--- config.mk ---
export PLATFORM = sky130hd
export DESIGN_NAME = decode_regfile_scoreboard
export DESIGN_NICKNAME = d
export VERILOG_FILES = /design/src/rtl/decode_regfile_scoreboard.sv
export SDC_FILE = /design/constraint.sdc
export NUM_CORES = 2
export LEC_CHECK = 0
export CORE_ASPECT_RATIO = 1.1
export CORE_MARGIN = 2
export CORE_UTILIZATION = 57
export DETAILED_ROUTE_END_ITERATION = 12
export GPL_ROUTABILITY_DRIVEN = 1
export HOLD_SLACK_MARGIN = 0.03
export PLACE_DENSITY = 0.77
export SKIP_LAST_GASP = 1
export SYNTH_ARGS = -nofsm -noshare
export SYNTH_HDL_FRONTEND = slang
export SYNTH_SLANG_ARGS = --single-unit
--- constraint.sdc ---
create_clock -name clk -period 2.7 [get_ports clk]
set_input_delay 0.27 -clock clk [delete_from_list [all_inputs] [get_ports clk]]
set_output_delay 0.27 -clock clk [all_outputs]
set_load 0.02 [all_outputs]
--- src/rtl/decode_regfile_scoreboard.sv ---
// -----------------------------------------------------------------------------
// decode_regfile_scoreboard
//
// Decode-stage register file with a load scoreboard.
//   - Holds the 32 x XLEN integer register file (x0 is hard-wired to zero).
//   - Serves two combinational read ports. A write-back in the same cycle to
//     the register being read is forwarded straight to the read port.
//   - Tracks one "load outstanding" bit per register. Decode stalls when a
//     source operand names a register whose load has not reached write-back.
//
// Ports
//   clk          clock; all state updates on the rising edge
//   reset        asynchronous, active-low; clears registers and scoreboard
//   Rs1_D/Rs2_D  decode source addresses
//   RD1_D/RD2_D  decode source data (combinational, with W-stage bypass)
//   Issue_D      decode wants to advance its instruction to E this cycle
//   Flush_E      the instruction leaving decode is being killed
//   RegWrite_D   decode instruction writes Rd_D
//   ResultSrc_D  decode result source (LOAD_SRC marks a load)
//   Rd_D         decode destination
//   RegWrite_W   write-back enable
//   ResultSrc_W  write-back result source
//   Rd_W         write-back destination
//   Result_W     write-back data
//   Stall_D      decode must hold (combinational)
//   Pending_o    scoreboard vector; bit i set = load to x[i] outstanding
// -----------------------------------------------------------------------------
module decode_regfile_scoreboard #(
  parameter int          XLEN     = 32,
  parameter logic [1:0]  LOAD_SRC = 2'b01
) (
  input  logic            clk,
  input  logic            reset,
  input  logic [4:0]      Rs1_D,
  input  logic [4:0]      Rs2_D,
  output logic [XLEN-1:0] RD1_D,
  output logic [XLEN-1:0] RD2_D,
  input  logic            Issue_D,
  input  logic            Flush_E,
  input  logic            RegWrite_D,
  input  logic [1:0]      ResultSrc_D,
  input  logic [4:0]      Rd_D,
  input  logic            RegWrite_W,
  input  logic [1:0]      ResultSrc_W,
  input  logic [4:0]      Rd_W,
  input  logic [XLEN-1:0] Result_W,
  output logic            Stall_D,
  output logic [31:0]     Pending_o
);

  // ---------------------------------------------------------------------------
  // State
  // ---------------------------------------------------------------------------
  logic [XLEN-1:0] regs [32];
  logic [31:0]     pending;

  // ---------------------------------------------------------------------------
  // Write-back side qualifiers
  // ---------------------------------------------------------------------------
  logic wb_write;      // architectural write this cycle
  logic wb_load_clr;   // a load reaches write-back: retire its pending bit

  assign wb_write    = RegWrite_W && (Rd_W != 5'd0);
  assign wb_load_clr = wb_write && (ResultSrc_W == LOAD_SRC);

  // ---------------------------------------------------------------------------
  // Read ports with write-through bypass
  // ---------------------------------------------------------------------------
  function automatic logic [XLEN-1:0] read_port(input logic [4:0] rs);
    logic [XLEN-1:0] data;
    if (rs == 5'd0)
      data = '0;
    else if (RegWrite_W && (Rd_W == rs))
      data = Result_W;
    else
      data = regs[rs];
    return data;
  endfunction

  assign RD1_D = read_port(Rs1_D);
  assign RD2_D = read_port(Rs2_D);

  // ---------------------------------------------------------------------------
  // Hazard detection
  // A source that matches the load retiring this cycle is not a hazard: the
  // bypass above delivers the loaded value in the same cycle.
  // ---------------------------------------------------------------------------
  function automatic logic src_hazard(input logic [4:0] rs);
    return (rs != 5'd0) && pending[rs] && !(wb_load_clr && (Rd_W == rs));
  endfunction

  logic hz_1;
  logic hz_2;

  assign hz_1    = src_hazard(Rs1_D);
  assign hz_2    = src_hazard(Rs2_D);
  assign Stall_D = hz_1 || hz_2;

  // ---------------------------------------------------------------------------
  // Scoreboard next state
  // Only an instruction that really leaves decode (not stalled, not flushed)
  // may mark its destination as pending.
  // ---------------------------------------------------------------------------
  logic        iss;
  logic        load_set;
  logic [31:0] set_mask;
  logic [31:0] clr_mask;
  logic [31:0] pending_next;

  assign iss      = Issue_D && !Stall_D && !Flush_E;
  assign load_set = iss && RegWrite_D && (ResultSrc_D == LOAD_SRC) && (Rd_D != 5'd0);

  always_comb begin
    // NOTE: every combinational output gets a default before any conditional
    // assignment, so no path leaves it unassigned and no latch is inferred.
    set_mask = '0;
    clr_mask = '0;
    if (load_set)
      set_mask[Rd_D] = 1'b1;
    if (wb_load_clr)
      clr_mask[Rd_W] = 1'b1;
    // Clear first, then set: a younger load to the same register wins over
    // the older one retiring in the same cycle.
    pending_next    = (pending & ~clr_mask) | set_mask;
    pending_next[0] = 1'b0;
  end

  always_ff @(posedge clk or negedge reset) begin
    if (!reset) begin
      // NOTE: sequential state is updated with non-blocking assignments so
      // all registers sample their inputs from the same pre-edge values.
      pending <= '0;
    end else begin
      pending <= pending_next;
    end
  end

  // ---------------------------------------------------------------------------
  // Register file
  // ---------------------------------------------------------------------------
  always_ff @(posedge clk or negedge reset) begin
    if (!reset) begin
      // NOTE: this array is deliberately reset (flop-based, not a RAM macro):
      // reset must architecturally zero every register, so it cannot map to
      // a memory without a reset port.
      for (int i = 0; i < 32; i++)
        regs[i] <= '0;
    end else if (wb_write) begin
      regs[Rd_W] <= Result_W;
    end
  end

  assign Pending_o = pending;

endmodule

==> results.toml <==
[power]
switching_share_pct = 27.06
power.total_mw = 48.65
p_clk_share_pct = 33.0
power.density_nw_per_um2 = 699.8
p_leak_nw = 29.86
switchingPower_mw = 13.16
ir_worst_vdd_uv = 589.9
combPwrFrac_pct = 23.9
intPower_mw = 35.49
seqPwrFrac_pct = 43.1

[yosys]
syn_avg_cell_area_um2 = 15.34
synth_top_area_cell = "dfrtp_1"
synthTopCellsByArea = "dfrtp_1 (46%), mux4_2 (24%), mux2_2 (20%)"
synth_warnings = 0
ys_ff_latch = 1055
syn_nets = 3774
synth_edf_count = 0
syn-instance-count = 3712
synth_top_area_share_pct = 46.38
yosysSeqAreaShare_pct = 46.38
synth_area_um2 = 56930
synth_cell_types = 47
synthArstFlopShare_pct = 100.0
ys.flop_type = "dfrtp_1"

[timing]
fin_ws_ns = -0.3891
hold_violations = 0
setup_viol = 65
max_freq_mhz = 323.7
tightest_slew_ns = 0.6117
slew_headroom_pct = 59.22
finalMaxSlewViolations = 0
rsz0062_at_grt = "yes"
period_share_pct = 114.4
fin_worst_skew_ns = 0.004993
fin_crit_ns = 3.089

[clocking]
clk_latency_ns = 0.70
path_clk_slew_ns = 0.06
h-tree-depth = 3
cts_made_buffers = 108
clockBufferDepth = 3
clock_sinks = 1055
ctsRootBufferMaster = "clkbuf_16"
cts_tree = "built"

[critical_path]
crit_buf_inv = 2
critPathMaxFanout = 3
arrival_ns = 2.82
path_class = "flop to primary output"
path_cells = "mux4_2 > mux4_2 > a211oi_2 > buf_4 > nor3_2 > buf_4"
cp-end-kind = "primary output"
worstRegToRegCells = 6
cp_slowest_stage_delay_ns = 0.54
path_depth = 6
crit_family = "multiplexers"
crit_slowest_cell = "mux4_2"
crit_required_ns = 2.43
start_kind = "flop"

[placed_design]
hpwlAfterDp_um = 112300
port_buffers = 157
place_ws_ns = -0.7576
gp_congestion = 0.8658

[finish]
drive_gt1_share_pct = 62.26
synthToLayoutAreaGrowth_pct = 22.12
final_nets = 4188
fillerInstances = 6328

[route]
route.detailed.drc = 0
drtIter0Drc = 3971
via_count = 38750
wire_per_inst_um = 31.96
ant_nets = 0
first_pass_iters = 6
avgViaCountPerCell = 7.041
wl_um = 175900

[floorplanning]
core_um2 = 99010
num_rows = 121
die_y_um = 335.4
dieArea_um2 = 102400
io_pins = 159
chipWidth_um = 305.3
start_util_pct = 57.49

[global_routing]
grt_pass1_wl_um = 264600
grt_use_met2_pct = 55.27
grt_util_met3_pct = 7.397
grt-busiest-layer = "met2"
grt_pass1_vias = 40750
grt_antenna_before_repair = 1
grt_usage_pct = 34.82
overflow = 0
grt_max_degree = 105
use_met1_pct = 46.10

[outcome]
outcome = "finished with violations"
violations = "setup timing"

[hold_path]
hp-class = "input pin to asynchronous set/reset pin"

[flow_run]
maxCapViolations = 0
-- metrics by stage --
step / utilization [%] / cell area [um^2] / std cells / TNS, ns / hold WS (ns)
2_1_floorplan: - / 56930 / 3712 / 0 / -0.02559
5_1_grt: 70.21 / 69520 / 5501 / -13.71 / 0.1127
4_1_cts: 69.68 / 68990 / 5488 / -12.29 / 0.07421
6_report: 70.21 / 69520 / 5503 / -10.57 / 0.1025
3_5_place_dp: 65.23 / 64580 / 5256 / -67.73 / 0.2198
3_3_place_gp: 65.23 / 64580 / 5256 / -63.23 / 0.2200
-- placed cells by master, fill, tap and decap left out, drive strengths merged, types with 3 or more instances in the layout --
cell and instances:
dfrtp 1055, mux2 1010, buf 662, mux4 603, clkbuf 152, o21ai 86
clkdlybuf4s50 78, a211oi 77, nor2 66, mux2i 64, nand2 61, nor3 34
a21oi 33, and2 24, nor2b 23, clkinv 22, o41ai 21, bufinv 17
or3 15, o211ai 14, nand3 12, and3 12, a31oi 9, nand2b 8
nand3b 7, xnor2 6, inv 5, xor2 4, a2111oi 3
-- flip-flops by register name (all words and copies together) (netlist names) --
name and cells:
regs 1024, Pending_o 31
-- layer usage --
layer,part of all wire (%),routed length [um]
met5,0,0
met4,5.6,9896
met3,9.5,16740
met2,48,84010
met1,37,65210
-- power groups by stage --
stage / combinational (mW) / clock, mW / sequential (mW)
CTS: 11.3 / 16.2 / 20.8
detailed placement: 10.9 / 0 / 21.1
floorplan: 7.55 / 0 / 20.3
finish: 11.6 / 16.0 / 21.0
global placement: 10.6 / 0 / 20.8
global route: 12.3 / 16.9 / 21.3
-- synthesized netlist by cell type (8+ instances only) --
library cell / instances
and2_1: 20
nand2_1: 61
buf_1: 23
buf_4: 17
nor3_1: 34
a211oi_1: 77
o21ai_0: 86
mux2_2: 1000
a31oi_1: 9
dfrtp_1: 1055
buf_2: 81
clkbuf_1: 315
or3_1: 15
o211ai_1: 14
nand2b_1: 8
mux2i_1: 64
nand3_1: 12
a21oi_1: 33
o41ai_1: 21
nor2_1: 66
and3_1: 12
mux4_2: 603
nor2b_1: 23
mux2_1: 10
-- final timing paths --
path	start	end	slack [ns]
max in group asynchronous	reset	regs[707]	1.66
worst max register to register	Pending_o[13]	Pending_o[29]	0.17
worst min-delay path	reset	regs[943]	0.10
min in group clk	Rd_W[3]	regs[766]	0.34
worst min register to register	regs[1008]	regs[1008]	0.40
worst max-delay path	regs[403]	RD1_D[19]	-0.39
-- kinds of logic (layout without fill, tap and decap cells) --
family,after synthesis,in the layout,synth area share [%]
AOI/OAI and AO/OA,254,254,2.882
buffers and inverters,444,942,3.271
and+or+nand+nor,271,271,2.350
other,1,3,0.006588
DFF,1055,1055,46.38
muxes,1677,1677,44.96
xor gates and xnor gates,10,10,0.1538
-- final cells by class --
type	count	area (um^2)	area share, %
Antenna cell	2	5.005	0.007199
Inverter	4	20.02	0.02880
Tap cell	1291	1615	2.323
Clock buffer	152	3090	4.445
Multi-Input combinational cell	2213	29700	42.72
Clock inverter	42	681.9	0.9809
Sequential cell	1055	26400	37.98
Timing Repair Buffer	744	8008	11.52
-- timing repair --
item,in CTS,in global routing
hold buffers,1,0
pin swaps,83,51
endpoints found under the hold margin,483,0
cloned,0,0
setup buffers,42,15
resized for setup,469,99
setup endpoints to repair,65,65
No activity file was read; power rests on OpenSTA's default activity.
